**config.mk**
```make
export PLATFORM = sky130hd
export DESIGN_NAME = census_window_ctrl
export DESIGN_NICKNAME = d
export VERILOG_FILES = /design/src/rtl/census_pkg.sv /design/src/rtl/census_pos_counter.sv /design/src/rtl/census_window_ctrl.sv
export SDC_FILE = /design/constraint.sdc
export NUM_CORES = 1
export LEC_CHECK = 0
export BUFFER_PORTS_ARGS = -buffer_cell sky130_fd_sc_hd__buf_2
export CAP_MARGIN = 20
export CORE_ASPECT_RATIO = 1.25
export CORE_UTILIZATION = 55
export CTS_CLUSTER_SIZE = 40
export DETAILED_ROUTE_END_ITERATION = 8
export PLACE_DENSITY = 0.77
export SLEW_MARGIN = 20
export SYNTH_ARGS = -nofsm -noshare
export SYNTH_HDL_FRONTEND = slang
export SYNTH_SLANG_ARGS = --single-unit
```
**constraint.sdc**
```tcl
create_clock -name clk -period 3.18 [get_ports clk]
set_input_delay 0.159 -clock clk [delete_from_list [all_inputs] [get_ports clk]]
set_output_delay 0.159 -clock clk [all_outputs]
set_load 0.02 [all_outputs]
```
**src/rtl/census_pkg.sv**
```systemverilog
// Shared definitions for the census window controller: FSM state encoding,
// default coordinate widths and the windows-per-frame formula.
package census_pkg;

  // Controller state: waiting for a start-of-frame, or inside a frame.
  typedef enum logic {
    ST_IDLE = 1'b0,
    ST_RUN  = 1'b1
  } state_e;

  // Default image geometry and the coordinate widths derived from it.
  localparam int unsigned IMG_WIDTH_DEF  = 320;
  localparam int unsigned IMG_HEIGHT_DEF = 240;
  localparam int unsigned COL_W          = $clog2(IMG_WIDTH_DEF);
  localparam int unsigned ROW_W          = $clog2(IMG_HEIGHT_DEF);

  // Number of fully populated windows produced by one frame.
  function automatic int unsigned window_count(input int unsigned img_w,
                                               input int unsigned img_h,
                                               input int unsigned win_w,
                                               input int unsigned win_h);
    return (img_w - win_w + 1) * (img_h - win_h + 1);
  endfunction

endpackage : census_pkg

```
**src/rtl/census_pos_counter.sv**
```systemverilog
// Raster position counter: column/row of the pixel being presented, with
// increment-on-enable, line/frame wrap, synchronous clear to (0,0) and a
// flag for the last pixel of the frame.
module census_pos_counter #(
  parameter int unsigned IMG_WIDTH  = 320,
  parameter int unsigned IMG_HEIGHT = 240,
  localparam int unsigned CW = $clog2(IMG_WIDTH),
  localparam int unsigned RW = $clog2(IMG_HEIGHT)
) (
  input  logic          clk,
  input  logic          rst,
  input  logic          en,       // a pixel is consumed at the current position
  input  logic          clr,      // current pixel is a frame start: treat it as (0,0)
  output logic [CW-1:0] col,      // column of the current pixel
  output logic [RW-1:0] row,      // row of the current pixel
  output logic          last      // current pixel is the last one of the frame
);

  localparam logic [CW-1:0] COL_LAST = CW'(IMG_WIDTH - 1);
  localparam logic [RW-1:0] ROW_LAST = RW'(IMG_HEIGHT - 1);

  logic [CW-1:0] col_q, col_d;
  logic [RW-1:0] row_q, row_d;

  // Current position: a clear overrides the stored position in the same cycle.
  always_comb begin
    col  = clr ? '0 : col_q;
    row  = clr ? '0 : row_q;
    last = (col == COL_LAST) && (row == ROW_LAST);
  end

  // Next position: step past the current pixel, wrapping at line and frame end.
  always_comb begin
    // NOTE: every combinational output gets a default first so no path leaves it unassigned (no latch).
    col_d = col_q;
    row_d = row_q;
    if (en) begin
      if (col == COL_LAST) begin
        col_d = '0;
        row_d = (row == ROW_LAST) ? '0 : row + 1'b1;
      end else begin
        col_d = col + 1'b1;
        row_d = row;
      end
    end else if (clr) begin
      col_d = '0;
      row_d = '0;
    end
  end

  // Position register with synchronous reset.
  always_ff @(posedge clk) begin
    // NOTE: state is updated with non-blocking assignments so every flop samples pre-edge values.
    if (rst) begin
      col_q <= '0;
      row_q <= '0;
    end else begin
      col_q <= col_d;
      row_q <= row_d;
    end
  end

endmodule : census_pos_counter

```
**src/rtl/census_window_ctrl.sv**
```systemverilog
// Census window controller: accepts a raster pixel stream, tracks position,
// strobes the line-buffer shift and census register enable, and emits a
// valid/ready stream of window-centre coordinates for fully populated windows.
// Optional statistics ports (frame_cnt, drop_cnt) exist only when the macro
// CENSUS_CTRL_STATS_EN is defined.
module census_window_ctrl
  import census_pkg::*;
#(
  parameter int unsigned IMG_WIDTH     = 320,
  parameter int unsigned IMG_HEIGHT    = 240,
  parameter int unsigned WINDOW_WIDTH  = 3,
  parameter int unsigned WINDOW_HEIGHT = 3
) (
  input  logic                          clk,
  input  logic                          rst,
  input  logic                          in_valid,
  input  logic                          in_sof,
  output logic                          in_ready,
  output logic                          shift_en,
  output logic                          census_en,
  output logic                          out_valid,
  input  logic                          out_ready,
  output logic [$clog2(IMG_WIDTH)-1:0]  out_col,
  output logic [$clog2(IMG_HEIGHT)-1:0] out_row,
  output logic                          out_eof,
  output logic                          sof_err
`ifdef CENSUS_CTRL_STATS_EN
  ,
  output logic [15:0]                   frame_cnt,
  output logic [15:0]                   drop_cnt
`endif
);

  localparam int unsigned CW     = $clog2(IMG_WIDTH);
  localparam int unsigned RW     = $clog2(IMG_HEIGHT);
  localparam int unsigned HALF_W = (WINDOW_WIDTH - 1) / 2;
  localparam int unsigned HALF_H = (WINDOW_HEIGHT - 1) / 2;

  localparam logic [CW-1:0] WIN_COL_MIN = CW'(WINDOW_WIDTH - 1);
  localparam logic [RW-1:0] WIN_ROW_MIN = RW'(WINDOW_HEIGHT - 1);
  localparam logic [CW-1:0] COL_OFS     = CW'(HALF_W);
  localparam logic [RW-1:0] ROW_OFS     = RW'(HALF_H);

  state_e        state_q, state_d;

  logic          out_valid_q, out_valid_d;
  logic [CW-1:0] out_col_q,   out_col_d;
  logic [RW-1:0] out_row_q,   out_row_d;
  logic          out_eof_q,   out_eof_d;
  logic          sof_err_q,   sof_err_d;

  logic          adv;
  logic          resync;
  logic          pix_clr;
  logic          win_done;
  logic [CW-1:0] pix_col;
  logic [RW-1:0] pix_row;
  logic          pix_last;

  // The output stage may take a new result when it is empty or being drained.
  assign adv       = ~out_valid_q | out_ready;
  assign census_en = adv;

  // Any accepted SOF pixel, from IDLE or as a resync, is placed at (0,0).
  assign pix_clr = shift_en & in_sof;

  census_pos_counter #(
    .IMG_WIDTH  (IMG_WIDTH),
    .IMG_HEIGHT (IMG_HEIGHT)
  ) u_pos (
    .clk  (clk),
    .rst  (rst),
    .en   (shift_en),
    .clr  (pix_clr),
    .col  (pix_col),
    .row  (pix_row),
    .last (pix_last)
  );

  // The current pixel completes a window once enough columns and rows are buffered.
  assign win_done = (pix_col >= WIN_COL_MIN) && (pix_row >= WIN_ROW_MIN);

  // FSM state register.
  always_ff @(posedge clk) begin
    if (rst) state_q <= ST_IDLE;
    else     state_q <= state_d;
  end

  // FSM next state: SOF starts a frame, acceptance of the last pixel ends it.
  always_comb begin
    state_d = state_q;
    case (state_q)
      ST_IDLE: if (shift_en)             state_d = ST_RUN;
      ST_RUN:  if (shift_en && pix_last) state_d = ST_IDLE;
      default:                           state_d = ST_IDLE;
    endcase
  end

  // FSM outputs: IDLE swallows non-SOF pixels, RUN follows output back-pressure.
  always_comb begin
    in_ready = 1'b1;
    shift_en = 1'b0;
    resync   = 1'b0;
    case (state_q)
      ST_IDLE: begin
        in_ready = 1'b1;
        shift_en = in_valid & in_sof;
      end
      ST_RUN: begin
        in_ready = adv;
        shift_en = in_valid & adv;
        resync   = in_valid & adv & in_sof;
      end
      default: begin
        in_ready = 1'b1;
        shift_en = 1'b0;
      end
    endcase
  end

  // Result stage: load on advance, otherwise hold until the handshake completes.
  always_comb begin
    out_valid_d = out_valid_q;
    out_col_d   = out_col_q;
    out_row_d   = out_row_q;
    out_eof_d   = out_eof_q;
    if (adv) begin
      out_valid_d = shift_en & win_done;
      out_col_d   = pix_col - COL_OFS;
      out_row_d   = pix_row - ROW_OFS;
      out_eof_d   = shift_en & win_done & pix_last;
    end
    sof_err_d = sof_err_q | resync;
  end

  // Result and error registers.
  always_ff @(posedge clk) begin
    if (rst) begin
      out_valid_q <= 1'b0;
      out_col_q   <= '0;
      out_row_q   <= '0;
      out_eof_q   <= 1'b0;
      sof_err_q   <= 1'b0;
    end else begin
      out_valid_q <= out_valid_d;
      out_col_q   <= out_col_d;
      out_row_q   <= out_row_d;
      out_eof_q   <= out_eof_d;
      sof_err_q   <= sof_err_d;
    end
  end

  assign out_valid = out_valid_q;
  assign out_col   = out_col_q;
  assign out_row   = out_row_q;
  assign out_eof   = out_eof_q;
  assign sof_err   = sof_err_q;

`ifdef CENSUS_CTRL_STATS_EN
  logic [15:0] frame_cnt_q, frame_cnt_d;
  logic [15:0] drop_cnt_q,  drop_cnt_d;

  // Saturating counters of completed frames and pixels discarded while idle.
  always_comb begin
    frame_cnt_d = frame_cnt_q;
    drop_cnt_d  = drop_cnt_q;
    if (out_valid_q && out_ready && out_eof_q && !(&frame_cnt_q))
      frame_cnt_d = frame_cnt_q + 16'd1;
    if ((state_q == ST_IDLE) && in_valid && !in_sof && !(&drop_cnt_q))
      drop_cnt_d = drop_cnt_q + 16'd1;
  end

  // Statistics registers.
  always_ff @(posedge clk) begin
    if (rst) begin
      frame_cnt_q <= '0;
      drop_cnt_q  <= '0;
    end else begin
      frame_cnt_q <= frame_cnt_d;
      drop_cnt_q  <= drop_cnt_d;
    end
  end

  assign frame_cnt = frame_cnt_q;
  assign drop_cnt  = drop_cnt_q;
`endif

endmodule : census_window_ctrl

```
Yosys cells after proc, flatten, opt, wreduce, memory -nomap -nowiden. Index checks and enable logic that the tools add are counted.

Equality and inequality tests: 2. $lt $le $gt $ge: 2. Mux-type cells: 13. Add/subtract/negate cells: 4. Reductions and logical operators: 3. Bitwise operators: 10.

Operators by type and width (number): $mux 8 (4); $mux 9 (3); $add 9x1->9 const B (1); $eq 9x9->1 const B (1); $ge 9x2->1 const B (1); $sub 9x1->9 const B (1); $add 8x1->8 const B (1); $eq 8x8->1 const B (1); $ge 8x2->1 const B (1); $sub 8x1->8 const B (1); $and 1x1->1 (6); $pmux 1 s2 (3); $logic_and 1x1->1 (3); $mux 1 (3); $not 1->1 (2); $or 1x1->1 (2).

Output and inout port bits: 23. Input bits: 5. Bits in registers: 38. Word-level logic and storage cells: 42.

Depth between registers and ports, before layout. Gate-level depths: netlist of the first run.

Depth in word-level cells: 11. Depth in mapped cells: 13. Gate-level depth less buffers: 11.

By module. From an unflattened synthesis of the first run, not the netlist that was laid out.

Cells, all modules: 240. Area total of the unflattened synthesis: 2065.7 um2.

Modules (own cells, without submodules): census_window_ctrl (cells each 123, area an instance 1094.8 um2, instances 1); census_pos_counter (cells each 117, area an instance 970.9 um2, instances 1).

Worst setup path after synthesis of the first run. No wires, ideal clock.

Path kind: reg2reg. From: reg out_valid_q (netlist: out_valid). To: reg u_pos.row_q[5]. Setup time: 0.075 ns. Setup slack: 0.141 ns. Arrival: 2.964 ns. Cell stages (with the launch flop): 13. Path through: dfxtp_1 -> and3b_1 -> inv_1 -> nand2_1 -> buf_2 -> and2_1 -> ha_1 -> and4_1 -> nand2_2 -> or4_1 -> buf_2 -> or4b_1 -> o22ai_1.

Cells in the longest elaborated chain, start to end: 10. Elaborated cells on any way between the ends: 13.

Ends and longest elaborated chain: from (decl) (RTL line census_window_ctrl.sv:46) `logic out_valid_q, out_valid_d;`; from (signal assigned) (RTL line census_window_ctrl.sv:145) `out_valid_q <= out_valid_d;`; $not 1->1 (*) (RTL line census_window_ctrl.sv:61) `assign adv = ~out_valid_q | out_ready;`; $or 1x1->1 (*) (RTL line census_window_ctrl.sv:61); $and 1x1->1 (*) (RTL line census_window_ctrl.sv:111) `shift_en = in_valid & adv;`; $pmux 1 s2 (*) (RTL line census_window_ctrl.sv:104) `case (state_q)`; $and 1x1->1 (RTL line census_window_ctrl.sv:65) `assign pix_clr = shift_en & in_sof;`; $mux 8; $add 8x1->8 / $eq 8x8->1 (equally long branches) (RTL line census_pos_counter.sv:40) `row_d = (row == ROW_LAST) ? '0 : row + 1'b1;`; $mux 8 (RTL line census_pos_counter.sv:40); $mux 8 (RTL line census_pos_counter.sv:38) `if (col == COL_LAST) begin`; $mux 8 (*) (RTL line census_pos_counter.sv:37) `if (en) begin`; to (signal assigned) (RTL line census_pos_counter.sv:59) `row_q <= row_d;`; to (decl) (RTL line census_pos_counter.sv:23) `logic [RW-1:0] row_q, row_d;`.

Every way passes the cells marked *; elsewhere a longest branch is shown, timed or not. A chain may end at the register's enable or synchronous reset.

Worst setup path after layout of the first run.
From: reg state_q. To: reg u_pos.row_q[5].

Cells in the longest elaborated chain, start to end: 8. Elaborated cells on any way between the ends: 11.

Ends and longest elaborated chain: from (decl) (RTL line census_window_ctrl.sv:44) `state_e state_q, state_d;`; from (signal assigned) (RTL line census_window_ctrl.sv:86) `else state_q <= state_d;`; $not 1->1; $pmux 1 s2 (*) (RTL line census_window_ctrl.sv:104); $and 1x1->1 (RTL line census_window_ctrl.sv:65); $mux 8; $add 8x1->8 / $eq 8x8->1 (equally long branches) (RTL line census_pos_counter.sv:40); $mux 8 (RTL line census_pos_counter.sv:40); $mux 8 (RTL line census_pos_counter.sv:38); $mux 8 (*) (RTL line census_pos_counter.sv:37).

Marks and branches as above.

==> impl_summary.txt, run 1 <==
----------------------------------------------------
[Run status]
  Outcome ... completed

[Drt]
  Antenna violation net count after detailed routing ... 0
  DRC viols ... 0
  Number of detailed-route iterations in the first pass ... 5
  Final WL ... 4940 um
  Total number of vias ... 1955
  Vias per Instance ... 5.96
  Iteration-0 DRC count of the detailed router ... 65
  Routed length per instance ... 15.1 um

[Clock network]
  Number of buffers inserted for hold repair after clock tree synthesis ... 0
  Clock root buffer ... clkbuf_8
  Worst-path clk slew ... 0.08 ns
  Maximum level of the CTS H-tree ... 2
  Clk buf depth ... 2
  Post-CTS Repair Setup Buffers ... 0
  Cells resized by post-CTS repair ... 0
  Total number of clock tree sinks ... 38
  Clk Latency, worst-skew pair ... 0.29 ns
  TritonCTS clock tree ... done
  Number of CTS-inserted buffers ... 5

[Synth]
  Predominant post-synthesis flop cell ... dfxtp_1
  Distinct cells, synth ... 42
  Post-Syn Instances ... 269
  Number of flops mapped to enable cells by yosys ... 0
  Average cell area after synthesis ... 7.61 um2
  Combined area of all synthesized cells ... 0.00205 mm2
  Share of the yosys chip area belonging to registers ... 37.2%
  Synth Register Bits ... 38
  Total number of yosys warnings ... 0
  Fraction of registers with async set/reset ... 0%
  Net count after synthesis ... 280

[Run]
  Maximum Capacitance Violations ... 0

[GRT]
  Total global routing overflow ... 0
  Global-route wire length before repair ... 8290 um
  Initial antenna violation count ... 0
  Largest net degree at the start of global routing ... 28
  Total Routing Usage GR ... 26.7%
  Number of global-route vias before repair ... 1897

[Floorplan]
  Placement row count ... 24
  Ports ... 28
  Die Height ... 70.2 um
  Horiz. Die Dim ... 56.6 um
  Floorplan Core Area ... 0.00351 mm2
  Starting density of the core ... 58.3%
  Die area ... 0.00397 mm2

[STA]
  Final worst-path cycle share ... 93.3%
  Final Slew Violations ... 0
  Setup TNS ... 0 ns
  Total of endpoints with negative setup slack in the final report ... 0
  Highest Clock Rate ... 337 MHz
  Max_slew headroom ... 49.3%
  Transition time at the pin with the least slew margin ... 0.753 ns
  Final period demand of the worst path ... 2.97 ns
  Unrepaired setup endpoints after global routing ... no
  Maximum clock skew at final layout ... 0.00898 ns
  Post-layout worst setup margin ... 0.214 ns
  Final Hold Vio Count ... 0

[Power and ir drop]
  Cell Pwr Density ... 418 mW/mm2
  Worst vdd ir ... 0.295 mV
  Static power due to leakage ... 0.928 nW

[Finish]
  Nets ... 299
  Area of all placed cells without fillers ... 0.00227 mm2
  Share of layout cells above drive strength 1 ... 15.6%
  Most common cell after layout, fill and taps aside ... dfxtp_1
  Fill cell instance count of the final layout ... 330
  Most frequent cells in the layout ... dfxtp_1 (38), nor2_1 (37), nand2_1 (32)
  Area growth from synthesis to layout ... 11.0%
  Final core utilization ... 64.7%
  Diodes inserted ... 0

[Worst setup path]
  Crit Reg-Reg Startpoint ... state_q
  Critical Path End Type ... flip-flop
  CP startpoint kind ... flip-flop
  Biggest fanout along the worst timing path ... 7
  Signal arrival time at the worst endpoint ... 3.18 ns
  Worst-path cell chain ... and3b_1, inv_1, nand2_1, and2_1, ha_1, and4_1, nand2_2, or4_1, or4b_1, o22ai_1
  CP Class ... flip-flop to flip-flop
  Crit-path leading delay family ... simple AND/OR/NAND/NOR gates
  Crit path from ... state_q
  WP data required ... 3.40 ns
  Standard cell with the maximum stage delay on the critical path ... or4b_1
  Bufs and invs on worst path ... 1
  Longest individual stage delay on the worst path ... 0.55 ns

[Min path]
  Hold path startpoint ... out_ready
  Worst hold path type ... input port to flip-flop

[Placement]
  Placement-stage worst setup slack ... 0.287 ns
  Placed instance area ... 0.00218 mm2
  Half-perimeter wire length after detailed placement ... 3650 um
  Port Buffers ... 27
  Global placement routability congestion ... 0.910

----------------------------------------------------
worst paths after layout:
path | to | slack (ns) | cells after the start
worst max-delay path | u_pos.row_q[5] | 0.21 | 10
worst max register to register | u_pos.row_q[5] | 0.21 | 10
worst min-delay path | out_col[8] | 0.21 | 4
worst min register to register | out_col[4] | 0.45 | 1
worst register-to-register path: stages (launching register included):
cell and delay, ns:
dfxtp_1 0.41, and3b_1 0.26, inv_1 0.12, nand2_1 0.11, and2_1 0.21, ha_1 0.21
and4_1 0.25, nand2_2 0.09, or4_1 0.54, or4b_1 0.55, o22ai_1 0.15
metrics by stage:
step	power, mW	hold WS (ns)	cells
6_report	0.951	0.207	328
5_1_grt	0.984	0.212	328
4_1_cts	0.954	0.205	328
3_5_place_dp	0.622	0.443	320
3_3_place_gp	0.621	0.432	320
2_1_floorplan	0.587	0.342	269
layer usage:
metal | track usage, % | vias to the layer above | part of all wire (%)
met5 | 0 | - | 0
met3 | 5.74 | 13 | 3.5
met1 | 29.8 | 922 | 42
met2 | 46.7 | 46 | 52
met4 | 14.1 | 0 | 3.0
li1 | - | 974 | -
synth_stat cells, drive strengths merged, types with 5 or more instances:
cell type	count	share of area, %
a21oi	12	2.9
nor4	8	2.4
nand2	33	6.2
o22ai	7	2.1
dfxtp	38	37
xor2	5	2.1
nor3	11	2.7
buf	6	1.3
ha	6	3.7
o21ai	11	2.7
a211oi	8	2.9
inv	11	2.0
xnor2	12	5.1
nor2	37	6.8
nand3	15	3.7
clkbuf	12	2.2
state kept, by name, indices dropped and copies added, names as in the netlist:
| name | flops |
|---|---|
| out_row | 8 |
| sof_err | 1 |
| out_col | 9 |
| out_valid | 1 |
| state_q | 1 |
| out_eof | 1 |
| u_pos.row_q | 8 |
| u_pos.col_q | 9 |
kinds of logic after synthesis:
kind of cell               synth area share (%)
xor gates and xnor gates                   7.27
AOI/OAI and AO/OA                          16.1
and+or+nand+nor                            30.3
DFF                                        37.2
buffers and inverters                      5.56
adders and majority gates                  3.67
power by group:
part / switching, mW / leakage [nW] / internal, mW
Clock: 0.165 / 0.0482 / 0.175
Combinational: 0.0706 / 0.567 / 0.0358
Sequential: 0.00962 / 0.313 / 0.495
cell type report:
cell class                      instances  area, um2  area share, %
Multi-Input combinational cell        202       1170           51.6
Inverter                               11       41.3           1.82
Clock buffer                            7       86.3           3.80
Clock inverter                          1       5.00          0.220
Tap cell                               39       48.8           2.15
Timing Repair Buffer                   30        158           6.94
Sequential cell                        38        761           33.5
No activity file was read; power rests on OpenSTA's default activity.
==> inputs of run 2 (changes only) <==
--- a/config.mk
+++ b/config.mk
@@ -9,8 +9,7 @@
 export CAP_MARGIN = 20
 export CORE_ASPECT_RATIO = 1.25
-export CORE_UTILIZATION = 55
+export CORE_UTILIZATION = 40
 export CTS_CLUSTER_SIZE = 40
 export DETAILED_ROUTE_END_ITERATION = 8
-export PLACE_DENSITY = 0.77
 export SLEW_MARGIN = 20
 export SYNTH_ARGS = -nofsm -noshare
==> constraint.sdc (replaced) <==
create_clock -name clk -period 3.25 [get_ports clk]
set_input_delay 0.1625 -clock clk [delete_from_list [all_inputs] [get_ports clk]]
set_output_delay 0.1625 -clock clk [all_outputs]
set_load 0.05 [all_outputs]
==> run 2 against run 1 <==
  * Total power rose by 2.6%
  * Critical endpoint unchanged
  * Core utilization fell by 17 points
  * Clock skew fell by 0.00058 ns
==> impl_summary.txt, run 2 (same netlist as run 1, synthesis figures left out) <==
----------------------------------------------------
[Run status]
  Outcome ... completed (unchanged)

[Worst setup path]
  WP data required ... 3.47 ns (was 3.40 ns)
  CP startpoint kind ... flip-flop (unchanged)
  CP Class ... flip-flop to flip-flop (unchanged)
  Biggest fanout along the worst timing path ... 7 (unchanged)
  Register-to-Register Setup Slack ... 0.28 ns (was 0.21 ns)
  Critical Path End Type ... flip-flop (unchanged)
  Signal arrival time at the worst endpoint ... 3.18 ns (about the same)
  Number of cell instances on the worst register-to-register path ... 11 (was 10)

[STA]
  Transition time at the pin with the least slew margin ... 0.791 ns (was 0.753 ns)
  Unrepaired setup endpoints after global routing ... no (unchanged)
  Final worst-path cycle share ... 91.3% (was 93.3%)
  Highest Clock Rate ... 337 MHz (about the same)
  Max_slew headroom ... 46.8% (was 49.3%)
  Final Hold Vio Count ... 0 (unchanged)
  Total of endpoints with negative setup slack in the final report ... 0 (unchanged)
  Final Slew Violations ... 0 (unchanged)
  Maximum clock skew at final layout ... 0.00841 ns (was 0.00898 ns)
  Setup TNS ... 0 ns (unchanged)
  Final period demand of the worst path ... 2.97 ns (about the same)

[Drt]
  Vias per Instance ... 5.55 (was 5.96)
  DRC viols ... 0 (unchanged)
  Number of detailed-route iterations in the first pass ... 4 (was 5)
  Iteration-0 DRC count of the detailed router ... 110 (was 65)
  Top Metal Used ... met4 (unchanged)
  Antenna violation net count after detailed routing ... 0 (unchanged)
  Final WL ... 5090 um (was 4940 um)
  Routed length per instance ... 14.6 um (was 15.1 um)
  Met3 Routed Length ... 240 um (was 171 um)
  Total number of vias ... 1930 (was 1955)
  Met2 wire length ... 2570 um (was 2560 um)
  Post-route met1 wirelength ... 2110 um (was 2060 um)

[Clock network]
  Clk buf depth ... 2 (unchanged)
  Total number of clock tree sinks ... 38 (unchanged)
  Cells resized by post-CTS repair ... 0 (unchanged)
  Maximum level of the CTS H-tree ... 2 (unchanged)
  Clk Latency, worst-skew pair ... 0.29 ns (about the same)
  TritonCTS clock tree ... done (unchanged)
  Post-CTS Repair Setup Buffers ... 0 (unchanged)
  Worst-path clk slew ... 0.08 ns (about the same)
  Number of buffers inserted for hold repair after clock tree synthesis ... 0 (unchanged)
  Number of CTS-inserted buffers ... 5 (unchanged)
  Clock root buffer ... clkbuf_8 (unchanged)

[Floorplan]
  Die area ... 0.00541 mm2 (was 0.00397 mm2)
  Starting density of the core ... 42.3% (was 58.3%)
  Horiz. Die Dim ... 66.0 um (was 56.6 um)
  Die Height ... 82.0 um (was 70.2 um)
  Ports ... 28 (unchanged)
  Floorplan Core Area ... 0.00483 mm2 (was 0.00351 mm2)
  Placement row count ... 28 (was 24)

[Placement]
  Port Buffers ... 27 (unchanged)
  Global placement routability congestion ... 0.888 (was 0.910)
  Half-perimeter wire length after detailed placement ... 3770 um (was 3650 um)

[Power and ir drop]
  Cell Pwr Density ... 423 mW/mm2 (was 418 mW/mm2)
  Static power due to leakage ... 0.926 nW (was 0.928 nW)
  Worst vdd ir ... 0.174 mV (was 0.295 mV)

[Finish]
  Fill cell instance count of the final layout ... 522 (was 330)
  Multi-input gate area in the final layout ... 0.00118 mm2 (was 0.00117 mm2)
  Sequential cell area ... 764 um2 (was 761 um2)
  Nets ... 298 (was 299)
  Diodes inserted ... 0 (unchanged)
  Share of layout cells above drive strength 1 ... 16.7% (was 15.6%)
  Final core utilization ... 47.6% (was 64.7%)
  Area growth from synthesis to layout ... 12.5% (was 11.0%)
  Most frequent cells in the layout ... nor2_1 (37), dfxtp_1 (37), nand2_1 (32) (was dfxtp_1 (38), nor2_1 (37), nand2_1 (32))

[Min path]
  Worst hold path type ... input port to flip-flop (unchanged)
  WHS Path Cells ... 4 (unchanged)

[GRT]
  Initial antenna violation count ... 0 (unchanged)
  Total global routing overflow ... 0 (unchanged)
  Number of global-route vias before repair ... 1754 (was 1897)
  Global-route wire length before repair ... 8490 um (was 8290 um)
  Largest net degree at the start of global routing ... 29 (was 28)
  Total Routing Usage GR ... 20.7% (was 26.7%)

[Run]
  Maximum Capacitance Violations ... 0 (unchanged)

----------------------------------------------------
run 2: cell types whose count changed in the layout (fill, tap and decap cells not counted), sizes merged:
cell	change
inv	-1
clkinvlp	+1
buf	-1
run 2: path summary, 6_finish.rpt:
kind                            startpoint              to
worst max-delay path               state_q  u_pos.row_q[5]
worst min-delay path             out_ready      out_col[1]
worst max register to register     state_q  u_pos.row_q[5]
worst min register to register  out_col[1]      out_col[1]
run 2: per-stage QoR:
stage | power, mW | cells | cell area, um2 | hold slack (ns) | setup slack [ns]
3_3_place_gp | 0.648 | 340 | 2210 | 0.433 | 0.394
5_1_grt | 1.02 | 348 | 2300 | 0.232 | 0.0656
6_report | 0.975 | 348 | 2300 | 0.207 | 0.284
2_1_floorplan | 0.612 | 269 | 2060 | 0.346 | 0.0122
3_5_place_dp | 0.648 | 340 | 2210 | 0.441 | 0.278
4_1_cts | 0.987 | 348 | 2300 | 0.199 | 0.256
run 2: where the power goes:
group	internal (mW)	total, mW	switching [mW]
clock	0.171	0.340	0.169
sequential	0.483	0.493	0.00986
combinational	0.0350	0.142	0.107
total	0.690	0.975	0.286
run 2: worst max-delay path, stage by stage (launching register included):
cell and delay (ns):
dfxtp_1 0.43, and3b_2 0.29, clkinvlp_4 0.15, nand2_1 0.12, nand2_1 0.13, inv_1 0.10
ha_1 0.19, and4_1 0.24, nand2_2 0.09, or4_4 0.47, or4b_1 0.53, o22ai_1 0.16
run 2: layer usage:
layer | track usage (%) | vias to the layer above
li1 | - | 974
met1 | 25.2 | 896
met2 | 34.7 | 47
met3 | 4.31 | 13
met4 | 9.79 | 0
met5 | 0 | -
run 2: area by class of cell:
class | count | share of cell area (%)
clock buffer | 7 | 3.75
timing repair buffer | 29 | 6.52
tap | 60 | 3.26
multi-input combinational | 202 | 51.1
inverter | 11 | 1.96
clock inverter | 1 | 0.217
sequential | 38 | 33.2
==> inputs of run 3 (changes only) <==
Settings changed: SETUP_SLACK_MARGIN from default to 0.3.
==> run 3 against run 2 <==
  * Setup slack better by 0.17 ns
  * Core utilization up 0.75 points
  * Critical endpoint unchanged
  * Global-route usage is 0.077 points higher
  * Combinational power is 4% higher
  * Wire length rose by 4.3%
  * Via count rose by 1.7%
  * Clock power fell by 2%
  * Cell count is 0.29% higher
  * Critical path type unchanged
  * Register-to-register slack gained 0.17 ns
==> impl_summary.txt, run 3 (same netlist as run 1, synthesis figures left out) <==
----------------------------------------------------
[Worst setup path]
  Critical path depth in cells ... 10 (was 11)
  Bufs and invs on worst path ... 1 (was 2)
  Crit-path leading delay family ... simple AND/OR/NAND/NOR gates (unchanged)
  Number of cell instances on the worst register-to-register path ... 10 (was 11)
  Register-to-Register Setup Slack ... 0.45 ns (was 0.28 ns)
  FF-to-FF End ... u_pos.row_q[5] (unchanged)
  CP startpoint kind ... flip-flop (unchanged)
  Signal arrival time at the worst endpoint ... 3.01 ns (was 3.18 ns)
  Standard cell with the maximum stage delay on the critical path ... or4b_1 (unchanged)
  Longest individual stage delay on the worst path ... 0.53 ns (about the same)
  WP data required ... 3.47 ns (about the same)
  Critical Path End Type ... flip-flop (unchanged)
  Crit Reg-Reg Startpoint ... state_q (unchanged)
  Worst-path cell chain ... and3b_2, clkinvlp_4, nand2_4, and2_4, ha_4, and4_1, nand2_2, or4_4, or4b_1, o22ai_1 (was and3b_2, clkinvlp_4, nand2_1, nand2_1, inv_1, ha_1, and4_1, nand2_2, or4_4, or4b_1, o22ai_1)
  CP Class ... flip-flop to flip-flop (unchanged)
  Biggest fanout along the worst timing path ... 7 (unchanged)

[GRT]
  Total Routing Usage GR ... 20.8% (was 20.7%)
  Global-route wire length before repair ... 8450 um (was 8490 um)
  Largest net degree at the start of global routing ... 28 (was 29)
  Number of global-route vias before repair ... 1715 (was 1754)
  Initial antenna violation count ... 0 (unchanged)
  Total global routing overflow ... 0 (unchanged)

[Clock network]
  Number of CTS-inserted buffers ... 5 (unchanged)
  Number of buffers inserted for hold repair after clock tree synthesis ... 0 (unchanged)
  Clk Latency, worst-skew pair ... 0.29 ns (about the same)
  Maximum level of the CTS H-tree ... 2 (unchanged)
  Clock root buffer ... clkbuf_8 (unchanged)
  Total number of clock tree sinks ... 38 (unchanged)
  TritonCTS clock tree ... done (unchanged)
  Clk buf depth ... 2 (unchanged)
  Worst-path clk slew ... 0.07 ns (was 0.08 ns)

[Drt]
  Vias per Instance ... 5.62 (was 5.55)
  Iteration-0 DRC count of the detailed router ... 121 (was 110)
  Final WL ... 5310 um (was 5090 um)
  Total number of vias ... 1963 (was 1930)
  Routed length per instance ... 15.2 um (was 14.6 um)
  Antenna violation net count after detailed routing ... 0 (unchanged)
  DRC viols ... 0 (unchanged)
  Number of detailed-route iterations in the first pass ... 4 (unchanged)

[Finish]
  Nets ... 300 (was 298)
  Fill cell instance count of the final layout ... 504 (was 522)
  Area growth from synthesis to layout ... 14.3% (was 12.5%)
  Most common cell after layout, fill and taps aside ... nor2_1
  Share of layout cells above drive strength 1 ... 19.0% (was 16.7%)
  Most frequent cells in the layout ... nor2_1 (37), dfxtp_1 (36), nand2_1 (30) (was nor2_1 (37), dfxtp_1 (37), nand2_1 (32))
  Diodes inserted ... 0 (unchanged)

[Min path]
  Worst hold path type ... input port to flip-flop (unchanged)
  WHS Path Cells ... 4 (unchanged)
  Endpoint of the worst hold-timing path ... out_col[8] (was out_col[1])
  Hold path startpoint ... out_ready (unchanged)

[Floorplan]
  Die area ... 0.00541 mm2 (unchanged)
  Placement row count ... 28 (unchanged)
  Ports ... 28 (unchanged)
  Horiz. Die Dim ... 66.0 um (unchanged)
  Floorplan Core Area ... 0.00483 mm2 (unchanged)
  Die Height ... 82.0 um (unchanged)
  Starting density of the core ... 42.3% (unchanged)

[STA]
  Transition time at the pin with the least slew margin ... 0.827 ns (was 0.791 ns)
  Unrepaired setup endpoints after global routing ... no (unchanged)
  Setup TNS ... 0 ns (unchanged)
  Max_slew headroom ... 44.4% (was 46.8%)
  Final Hold Vio Count ... 0 (unchanged)
  Final Slew Violations ... 0 (unchanged)
  Highest Clock Rate ... 358 MHz (was 337 MHz)
  Total of endpoints with negative setup slack in the final report ... 0 (unchanged)
  Final period demand of the worst path ... 2.80 ns (was 2.97 ns)
  Maximum clock skew at final layout ... 0.00733 ns (was 0.00841 ns)
  Final worst-path cycle share ... 86.0% (was 91.3%)

[Run status]
  Outcome ... completed (unchanged)

[Power and ir drop]
  Cell Pwr Density ... 416 mW/mm2 (was 423 mW/mm2)
  Static power due to leakage ... 0.929 nW (was 0.926 nW)
  Worst vdd ir ... 0.222 mV (was 0.174 mV)
  Total power after layout ... 974 uW (was 975 uW)

[Placement]
  Port Buffers ... 27 (unchanged)
  Global placement routability congestion ... 0.916 (was 0.888)
  Half-perimeter wire length after detailed placement ... 3910 um (was 3770 um)

[Run]
  Maximum Capacitance Violations ... 0 (unchanged)

----------------------------------------------------
[run 3: changes by cell type in the layout (fill, tap and decap cells not counted)]
cell | before | now
buf_4 | 2 | 4
nand2_1 | 32 | 30
and2_1 | 2 | 1
and2_4 | 0 | 1
clkinv_2 | 1 | 0
dfxtp_1 | 37 | 36
dfxtp_2 | 0 | 1
ha_1 | 6 | 5
ha_4 | 0 | 1
inv_1 | 9 | 8
inv_2 | 1 | 2
nand2_2 | 1 | 2
nand2_4 | 0 | 1
[run 3: cell type report]
cell class / instances / area [um2] / area share, %
inverter: 11 / 45.0 / 1.93
clock buffer: 7 / 86.3 / 3.69
tap: 60 / 75.1 / 3.21
timing repair buffer: 31 / 165 / 7.06
multi-input combinational: 202 / 1200 / 51.4
sequential: 38 / 766 / 32.7
[run 3: repair_timing]
item / in CTS / in global routing
endpoints found under the setup margin: 1 / 1
resized for setup: 2 / 1
endpoints found under the hold margin: 0 / 0
buffers inserted: 0 / 2
[run 3: power breakdown]
part           internal [mW]  leakage (nW)  switching, mW  total (mW)
clock network          0.168        0.0443          0.164       0.333
registers              0.484         0.314        0.00983       0.493
logic                 0.0367         0.570          0.111       0.147
[run 3: how the worst max path moves through the flow]
stage | start | to
5_1_grt | state_q | u_pos.row_q[5]
4_1_cts | state_q | u_pos.row_q[5]
2_1_floorplan | out_valid | u_pos.row_q[5]
3_3_place_gp | state_q | u_pos.row_q[5]
6_report | state_q | u_pos.row_q[5]
3_5_place_dp | state_q | u_pos.row_q[5]
[run 3: metrics by stage]
step | area, um2 | util [%] | cells | setup WS (ns) | hold WS (ns)
finish | 2340 | 48.4 | 349 | 0.454 | 0.193
global route | 2340 | 48.4 | 349 | 0.297 | 0.208
CTS | 2320 | 48.1 | 347 | 0.365 | 0.186
detailed placement | 2230 | 46.1 | 340 | 0.254 | 0.440
global placement | 2230 | 46.1 | 340 | 0.371 | 0.433
floorplan | 2090 | - | 269 | 0.155 | 0.346
[run 3: layer usage]
layer	GRT usage (%)	part of all wire, %	wire length, um
met5	0	0	0
met4	7.45	2.4	126
met2	35.4	50	2640
met3	4.17	3.2	172
met1	25.9	45	2370
[run 3: tightest hold or removal path: cells and delay by family]
family	cells	cell delay (ns)
compound gates	1	0.05
simple gates	2	0.12
buf+inv	1	0.10
